--- config.mk ---
export PLATFORM = sky130hd
export DESIGN_NAME = alu_cmd_driver
export DESIGN_NICKNAME = d
export VERILOG_FILES = /design/src/rtl/alu_pkg.sv /design/src/rtl/alu_cmd_driver.sv
export SDC_FILE = /design/constraint.sdc
export NUM_CORES = 1
export LEC_CHECK = 0
export ABC_CLOCK_PERIOD_IN_PS = 2450
export CAP_MARGIN = 10
export CORE_MARGIN = 2
export CORE_UTILIZATION = 40
export DETAILED_ROUTE_END_ITERATION = 16
export DONT_BUFFER_PORTS = 1
export PLACE_DENSITY = 0.62
export SETUP_SLACK_MARGIN = 0.3
export SLEW_MARGIN = 20
export SYNTH_ARGS = -nofsm -noshare
export SYNTH_HDL_FRONTEND = slang
export SYNTH_SLANG_ARGS = --single-unit
--- constraint.sdc ---
create_clock -name clk -period 2.45 [get_ports clk]
set_clock_uncertainty 0.1 [all_clocks]
set_input_delay 0.245 -clock clk [delete_from_list [all_inputs] [get_ports clk]]
set_output_delay 0.245 -clock clk [all_outputs]
set_load 0.01 [all_outputs]
--- src/rtl/alu_pkg.sv ---
// Shared opcode encoding, default widths and FSM state encoding for the ALU command driver.
package alu_pkg;

    localparam int DATA_W = 8;
    localparam int RES_W  = 16;

    localparam logic [3:0] ADD  = 4'd0;
    localparam logic [3:0] INC  = 4'd1;
    localparam logic [3:0] SUB  = 4'd2;
    localparam logic [3:0] DEC  = 4'd3;
    localparam logic [3:0] MUL  = 4'd4;
    localparam logic [3:0] DIV  = 4'd5;
    localparam logic [3:0] SHL  = 4'd6;
    localparam logic [3:0] SHR  = 4'd7;
    localparam logic [3:0] AND  = 4'd8;
    localparam logic [3:0] OR   = 4'd9;
    localparam logic [3:0] INV  = 4'd10;
    localparam logic [3:0] NAND = 4'd11;
    localparam logic [3:0] NOR  = 4'd12;
    localparam logic [3:0] XOR  = 4'd13;
    localparam logic [3:0] XNOR = 4'd14;
    localparam logic [3:0] BUF  = 4'd15;

    typedef enum logic [1:0] {
        IDLE   = 2'd0,
        SETTLE = 2'd1,
        RESP   = 2'd2
    } state_e;

endpackage

--- src/rtl/alu_cmd_driver.sv ---
// Drives one op at a time into the combinational ALU, waits SETTLE_CYCLES, captures the result.
// Optional ALU_OPCOUNT_EN adds saturating op_count/err_count outputs.
module alu_cmd_driver #(
    parameter int DATA_W        = alu_pkg::DATA_W,
    parameter int RES_W         = alu_pkg::RES_W,
    parameter int SETTLE_CYCLES = 1
) (
    input  logic              clk,
    input  logic              rst_n,
    input  logic              req_valid,
    output logic              req_ready,
    input  logic [3:0]        req_cmd,
    input  logic [DATA_W-1:0] req_a,
    input  logic [DATA_W-1:0] req_b,
    output logic [3:0]        alu_cmd,
    output logic [DATA_W-1:0] alu_a,
    output logic [DATA_W-1:0] alu_b,
    output logic              alu_oe,
    input  logic [RES_W-1:0]  alu_d,
    output logic              rsp_valid,
    input  logic              rsp_ready,
    output logic [RES_W-1:0]  rsp_data,
    output logic [3:0]        rsp_cmd,
    output logic              rsp_err
`ifdef ALU_OPCOUNT_EN
    ,
    output logic [15:0]       op_count,
    output logic [7:0]        err_count
`endif
);
    import alu_pkg::*;

    localparam logic [3:0] SETTLE_LAST = 4'(SETTLE_CYCLES - 1);

    state_e            state_q, state_d;
    logic [3:0]        cnt_q, cnt_d;
    logic [3:0]        cmd_q, cmd_d;
    logic [DATA_W-1:0] a_q, a_d, b_q, b_d;
    logic [RES_W-1:0]  rdata_q, rdata_d;
    logic [3:0]        rcmd_q, rcmd_d;
    logic              rerr_q, rerr_d;

    always_comb begin
        state_d = state_q;
        cnt_d   = cnt_q;
        cmd_d   = cmd_q;
        a_d     = a_q;
        b_d     = b_q;
        rdata_d = rdata_q;
        rcmd_d  = rcmd_q;
        rerr_d  = rerr_q;
        case (state_q)
            IDLE: begin
                if (req_valid) begin
                    cmd_d = req_cmd;
                    a_d   = req_a;
                    b_d   = req_b;
                    cnt_d = '0;
                    // Divide-by-zero is answered locally; the ALU is never enabled.
                    if (req_cmd == DIV && req_b == '0) begin
                        rdata_d = '1;
                        rcmd_d  = req_cmd;
                        rerr_d  = 1'b1;
                        state_d = RESP;
                    end else begin
                        state_d = SETTLE;
                    end
                end
            end
            SETTLE: begin
                // alu_d is only ever sampled here, so Z/X outside SETTLE never reaches rsp_data.
                if (cnt_q == SETTLE_LAST) begin
                    rdata_d = alu_d;
                    rcmd_d  = cmd_q;
                    rerr_d  = 1'b0;
                    state_d = RESP;
                end else begin
                    cnt_d = cnt_q + 4'd1;
                end
            end
            RESP: begin
                if (rsp_ready) state_d = IDLE;
            end
            default: state_d = IDLE;
        endcase
    end

    always_ff @(posedge clk) begin
        if (!rst_n) begin
            state_q <= IDLE;
            cnt_q   <= '0;
            cmd_q   <= '0;
            a_q     <= '0;
            b_q     <= '0;
            rdata_q <= '0;
            rcmd_q  <= '0;
            rerr_q  <= 1'b0;
        end else begin
            state_q <= state_d;
            cnt_q   <= cnt_d;
            cmd_q   <= cmd_d;
            a_q     <= a_d;
            b_q     <= b_d;
            rdata_q <= rdata_d;
            rcmd_q  <= rcmd_d;
            rerr_q  <= rerr_d;
        end
    end

    assign req_ready = (state_q == IDLE);
    assign alu_oe    = (state_q == SETTLE);
    assign rsp_valid = (state_q == RESP);
    assign alu_cmd   = cmd_q;
    assign alu_a     = a_q;
    assign alu_b     = b_q;
    assign rsp_data  = rdata_q;
    assign rsp_cmd   = rcmd_q;
    assign rsp_err   = rerr_q;

`ifdef ALU_OPCOUNT_EN
    logic [15:0] opc_q, opc_d;
    logic [7:0]  errc_q, errc_d;
    logic        fire;

    assign fire = (state_q == RESP) && rsp_ready;

    always_comb begin
        opc_d  = opc_q;
        errc_d = errc_q;
        if (fire && opc_q != '1)            opc_d  = opc_q + 16'd1;
        if (fire && rerr_q && errc_q != '1) errc_d = errc_q + 8'd1;
    end

    always_ff @(posedge clk) begin
        if (!rst_n) begin
            opc_q  <= '0;
            errc_q <= '0;
        end else begin
            opc_q  <= opc_d;
            errc_q <= errc_d;
        end
    end

    assign op_count  = opc_q;
    assign err_count = errc_q;
`else
    // Op/error counters are not built in this configuration.
`endif

endmodule

==> results of run 1 <==
[worst max-delay path by stage]
stage / from / end / slack [ns]
2_1_floorplan: cnt_q[0] / rsp_cmd[0] / 0.60
3_3_place_gp: req_b[7] / rsp_data[0] / 0.55
3_5_place_dp: cnt_q[0] / rsp_data[0] / 0.52
4_1_cts: cnt_q[0] / rsp_data[0] / 0.50
5_1_grt: cnt_q[0] / rsp_data[6] / 0.34
6_report: cnt_q[0] / rsp_data[0] / 0.51
[power groups by stage]
stage / Combinational [mW] / Sequential, mW / Clock, mW
2_1_floorplan: 0.116 / 0.880 / 0
3_3_place_gp: 0.127 / 0.891 / 0
3_5_place_dp: 0.129 / 0.892 / 0
4_1_cts: 0.168 / 0.874 / 0.484
5_1_grt: 0.188 / 0.880 / 0.509
6_report: 0.166 / 0.873 / 0.467
[metal layers]
| layer | routed length (microns) | global-route usage, % | share of wire, % | vias up |
|---|---|---|---|---|
| li1 | - | - | - | 747 |
| met1 | 1880 | 18.9 | 43 | 672 |
| met2 | 2100 | 26.9 | 48 | 49 |
| met3 | 315 | 7.46 | 7.2 | 10 |
| met4 | 100 | 8.64 | 2.3 | 0 |
| met5 | 0 | 0 | 0 | - |
[cell usage after synthesis, types with 2 or more instances]
library cell / count
a21boi_0: 21
o221a_1: 6
clkbuf_1: 12
dfxtp_1: 47
or4_1: 2
buf_2: 2
mux2i_1: 4
ha_1: 2
nor2_1: 16
a21oi_1: 13
o21a_1: 2
inv_1: 3
nor2b_1: 2
o31ai_1: 13
nand2_1: 42
xor2_1: 2
[flip-flops by register name, indices dropped and copies added, names as in the netlist]
signal,cells
alu_b,8
state_q,2
rsp_cmd,4
rsp_data,16
rsp_err,1
alu_cmd,4
alu_a,8
cnt_q,4
[final cells by class]
| cell class | instances | area (sq um) |
|---|---|---|
| clock buffer | 6 | 82.6 |
| timing repair buffer | 25 | 250 |
| multi-input combinational | 141 | 867 |
| fill | 442 | 2400 |
| inverter | 3 | 11.3 |
| tap | 54 | 67.6 |
| sequential | 47 | 941 |
| clock inverter | 1 | 5.00 |
[metrics by stage]
| step | utilization, % | power, mW | setup WS (ns) | instance area, sq um |
|---|---|---|---|---|
| floorplan | - | 0.996 | 0.597 | 1890 |
| global placement | 41.4 | 1.02 | 0.549 | 1920 |
| detailed placement | 41.4 | 1.02 | 0.523 | 1920 |
| CTS | 48.1 | 1.53 | 0.501 | 2220 |
| global route | 48.1 | 1.58 | 0.342 | 2220 |
| finish | 48.1 | 1.51 | 0.506 | 2220 |
[worst max-delay path: cells and delay by family (launching register included)]
family,cells,cell delay [ns]
flops,1,0.35
compound gates,1,0.26
simple gates,3,0.97
buf+inv,1,0.07
fa+ha+maj,1,0.15
[cells by family after synthesis]
group	share of synthesized area (%)
adder cells (fa/ha/maj)	1.32
flip-flops	49.8
multiplexers	2.12
AO/OA/AOI/OAI	22.8
buffers and inverters	4.30
XOR/XNOR	1.39
AND/OR/NAND/NOR	18.2
==> metrics.cfg, run 1 <==
[placement]
port-buffer-count=0
routabilityCongestion=0.700
dp.cells=249
hpwlAfterDp_microns=2820

[clock_network]
post_cts_buffers=0
clk_path_buf_depth=2
htreeDepth=2
cts_buffers=5
cts_tree=built
clk_pin_slew_ns=0.08
clock_sinks=47
clk_latency_ns=0.29
clockRootBuffer=clkbuf_8
cts_resized=0
holdBufCountCts=21

[yosys]
synth_flop_cell=dfxtp_1
synthTopCellsByArea=dfxtp_1 50%, a21boi_0 8.3%, nand2_1 8.3%, o31ai_1 5.2%, o221a_1 3.6%
synth_top_area_cell=dfxtp_1
synthArstFlopShare_pct=0
synth_nets=249
synth.top_cell.area_share_pct=49.8
yosysSeqAreaShare_pct=49.8
netlist-cell-type-count=34
synth_area_sq_um=1890
ys_ff_latch=47
syn-mean-instance-area_sq_um=9.13
synth_edf_count=0
synth_cells=207
ys_warn_count=0

[routing]
initialDrtViolationCount=91
vias=1478
wl_microns=4400
avgRoutedWirePerCell_microns=15.9
vias_per_cell=5.34
drt-pass1-iter-count=4
drc_errors=0
drtAntennaViolNets=0

[timing]
finalCritPeriodShare_pct=79.4
fmax_ghz=0.514
grt_setup_unrepaired=false
whs_ns=0.00999
setup_viol=0
slew_viol_final=0
slew_headroom_pct=48.2
tightest_slew_ns=0.777
finalHoldViolCount=0
tns_ns=0
fin_crit_ns=1.94

[pwr]
pwr-share-comb_pct=11.0
irDropWorstVdd_v=0.000317
p_seq_share_pct=58.0
power.internal_mw=1.11
clockPowerShare_pct=31.0
swShare_pct=26.1
p_sw_mw=0.392
p_leak_nw=0.901
powerDensity_nw_per_um2=677

[worst_setup_path]
critical_path_arrival_ns=2.09
r2r_setup_slack_ns=0.51
worstRegToRegCells=6
path_cells=inv_1, ha_1, or3b_2, nor2_1, or2_2, o221a_2
r2r_end=rsp_data[0]
path_max_fanout=21
critPathSlowestCell=or3b_2
required_ns=2.60
end_kind=flip-flop
start_kind=flip-flop
r2r-start=cnt_q[0]
crit_type=reg2reg
cpPeakStageDelay_ns=0.46

[floorplanning]
rows=25
initial_core_util_pct=40.8
die_h_microns=72.7
die-area_sq_um=5290
die_w_microns=72.7
core-area_sq_um=4630
ios=84

[min_path]
worstHoldStart=rst_n
holdPathStages=2
hp-class=in2reg
whs_endpoint=cnt_q[0]

[cells_and_area]
final_nets=265
final_common_cell=dfxtp_1
flow.area_growth_from_synthesis_pct=17.7
n_antenna_cell=0
stdcell_count=277
drive_gt1_share_pct=7.17
mostFrequentLayoutCells=47 x dfxtp_1, 42 x nand2_1, 21 x a21boi_0

[grt]
grt-ovfl-total=0
grt_use_total_pct=16.8
grt_first_pass_wirelength_microns=6870
grt_max_degree=44
grt_pass1_vias=1454
antenna_found_initial=0

[flow_run]
max_cap_violations=0

[status]
status=finished clean

(Power assumes the default switching activity.)
==> inputs of run 2 (changes only) <==
--- a/config.mk
+++ b/config.mk
@@ -5,7 +5,7 @@
 export SDC_FILE = /design/constraint.sdc
 export NUM_CORES = 1
 export LEC_CHECK = 0
-export ABC_CLOCK_PERIOD_IN_PS = 2450
+export ABC_CLOCK_PERIOD_IN_PS = 1800
 export CAP_MARGIN = 10
 export CORE_MARGIN = 2
 export CORE_UTILIZATION = 40
==> constraint.sdc (replaced) <==
create_clock -name clk -period 1.8 [get_ports clk]
set_clock_uncertainty 0.1 [all_clocks]
set_input_delay 0.18 -clock clk [delete_from_list [all_inputs] [get_ports clk]]
set_output_delay 0.18 -clock clk [all_outputs]
set_load 0.01 [all_outputs]
==> metrics.cfg, run 2 (same netlist as run 1, synthesis figures left out) <==
[timing]
whs_ns=-0.0930  ; was 0.00999 ns
fin_crit_ns=1.61  ; was 1.94 ns
tns_ns=0  ; unchanged
grt_setup_unrepaired=true  ; was false
fmax_ghz=0.623  ; was 0.514 GHz
slew_headroom_pct=80.2  ; was 48.2%
tightest_slew_ns=0.297  ; was 0.777 ns
slew_viol_final=0  ; unchanged
fin_ws_ns=0.194  ; was 0.506 ns
finalHoldViolCount=47  ; was 0
setup_viol=0  ; unchanged
finalCritPeriodShare_pct=89.2  ; was 79.4%

[placement]
port-buffer-count=0  ; unchanged
routabilityCongestion=0.807  ; was 0.700
hpwlAfterDp_microns=2890  ; was 2820 microns
dp_slack_ns=0.0472  ; was 0.523 ns

[worst_setup_path]
r2r_end=rsp_data[4]  ; was rsp_data[0]
r2r-start=cnt_q[1]  ; was cnt_q[0]
worstRegToRegCells=6  ; unchanged
r2r_setup_slack_ns=0.19  ; was 0.51 ns
crit_type=reg2reg  ; unchanged
start_kind=flip-flop  ; unchanged
path_max_fanout=6  ; was 21
critical_path_arrival_ns=1.75  ; was 2.09 ns
startpoint=cnt_q[1]  ; was cnt_q[0]
end_kind=flip-flop  ; unchanged
required_ns=1.94  ; was 2.60 ns

[floorplanning]
core-area_sq_um=4630  ; unchanged
ios=84  ; unchanged
die_w_microns=72.7  ; unchanged
rows=25  ; unchanged
initial_core_util_pct=40.8  ; unchanged
die_h_microns=72.7  ; unchanged
die-area_sq_um=5290  ; unchanged

[clock_network]
clk_latency_ns=0.29  ; about the same
clk_pin_slew_ns=0.08  ; about the same
clock_sinks=47  ; unchanged
cts_tree=built  ; unchanged
cts_buffers=5  ; unchanged
holdBufCountCts=20  ; was 21
clk_path_buf_depth=2  ; unchanged
htreeDepth=2  ; unchanged
clockRootBuffer=clkbuf_8  ; unchanged

[cells_and_area]
flow.area_growth_from_synthesis_pct=28.5  ; was 17.7%
num-fill-cells=398  ; was 442
seqCellArea_sq_um=946  ; was 941 sq um
drive_gt1_share_pct=19.3  ; was 7.17%
final_nets=275  ; was 265
multi_input_area_sq_um=975  ; was 867 sq um
final_common_cell=dfxtp_1  ; unchanged
mostFrequentLayoutCells=43 x dfxtp_1, 42 x nand2_1, 20 x a21boi_0, 20 x dlygate4sd3_1  ; was 47 x dfxtp_1, 42 x nand2_1, 21 x a21boi_0
largest_reg_flops=16  ; unchanged
n_antenna_cell=0  ; unchanged

[routing]
wl_microns=4730  ; was 4400 microns
vias=1561  ; was 1478
vias_per_cell=5.44  ; was 5.34
avgRoutedWirePerCell_microns=16.5  ; was 15.9 microns
drt-pass1-iter-count=4  ; unchanged
drtAntennaViolNets=0  ; unchanged
drc_errors=0  ; unchanged
initialDrtViolationCount=50  ; was 91

[flow_run]
max_cap_violations=0  ; unchanged

[min_path]
whs_endpoint=rsp_cmd[2]  ; was cnt_q[0]
hp-class=in2reg  ; unchanged
holdPathStages=2  ; unchanged
worstHoldStart=rst_n  ; unchanged

[status]
status=finished, violations left  ; was finished clean
violations=negative hold slack

[pwr]
irDropWorstVdd_v=0.000455  ; was 0.000317 V
powerDensity_nw_per_um2=903  ; was 677 nW/um^2
p_leak_nw=0.975  ; was 0.901 nW

[grt]
grt-ovfl-total=0  ; unchanged
antenna_found_initial=0  ; unchanged
grt_first_pass_wirelength_microns=7420  ; was 6870 microns
grt_use_total_pct=18.0  ; was 16.8%
grt_max_degree=46  ; was 44
grt_pass1_vias=1478  ; was 1454

## run 2: critical path, stage by stage (launching register included)
cell	delay [ns]
dfxtp_2	0.33
inv_2	0.08
ha_4	0.13
or3b_4	0.39
nor2_4	0.16
or2_4	0.19
o221a_1	0.17
## run 2: where the power goes
group / switching, mW / internal, mW / total [mW]
Combinational: 0.118 / 0.131 / 0.249
Sequential: 0.0824 / 1.11 / 1.19
Clock: 0.343 / 0.408 / 0.751
Total: 0.544 / 1.65 / 2.19
## run 2: repair_timing
action,4_1_cts,5_1_grt
endpoints found under the hold margin,47,45
setup endpoints to repair,24,28
resized for setup,21,12
pin swaps,5,7
cloned,4,0
setup buffers,2,1
## run 2: how the worst max path moves through the flow
stage	endpoint	slack, ns	depth (start not counted)
3_5_place_dp	rsp_data[0]	0.05	6
4_1_cts	rsp_data[0]	0.20	6
3_3_place_gp	rsp_data[0]	0.07	4
6_report	rsp_data[4]	0.19	6
5_1_grt	rsp_cmd[1]	0.12	7
2_1_floorplan	rsp_data[1]	0.08	5
## run 2: routing by layer
metal	share of wire (%)	global-route usage, %	vias to the layer above
met5	0	0	-
met4	0.66	3.70	0
met3	9.1	8.98	5
met2	47	28.5	65
met1	43	22.3	718
li1	-	-	773
## run 2: layout make-up
class | count | area share (%)
Sequential cell | 47 | 39.0
Clock inverter | 1 | 1.24
Timing Repair Buffer | 33 | 13.4
Clock buffer | 6 | 2.99
Multi-Input combinational cell | 143 | 40.2
Tap cell | 54 | 2.78
Inverter | 3 | 0.464
## run 2: through the flow
step | util, % | instances | total power, mW | hold WS [ns] | area, sq um
6_report | 52.4 | 287 | 2.19 | -0.0930 | 2430
5_1_grt | 52.4 | 287 | 2.29 | -0.112 | 2430
4_1_cts | 51.3 | 286 | 2.20 | -0.108 | 2380
3_5_place_dp | 42.5 | 253 | 1.40 | 0.207 | 1970
3_3_place_gp | 42.5 | 253 | 1.40 | 0.208 | 1970
2_1_floorplan | - | 207 | 1.36 | 0.225 | 1900
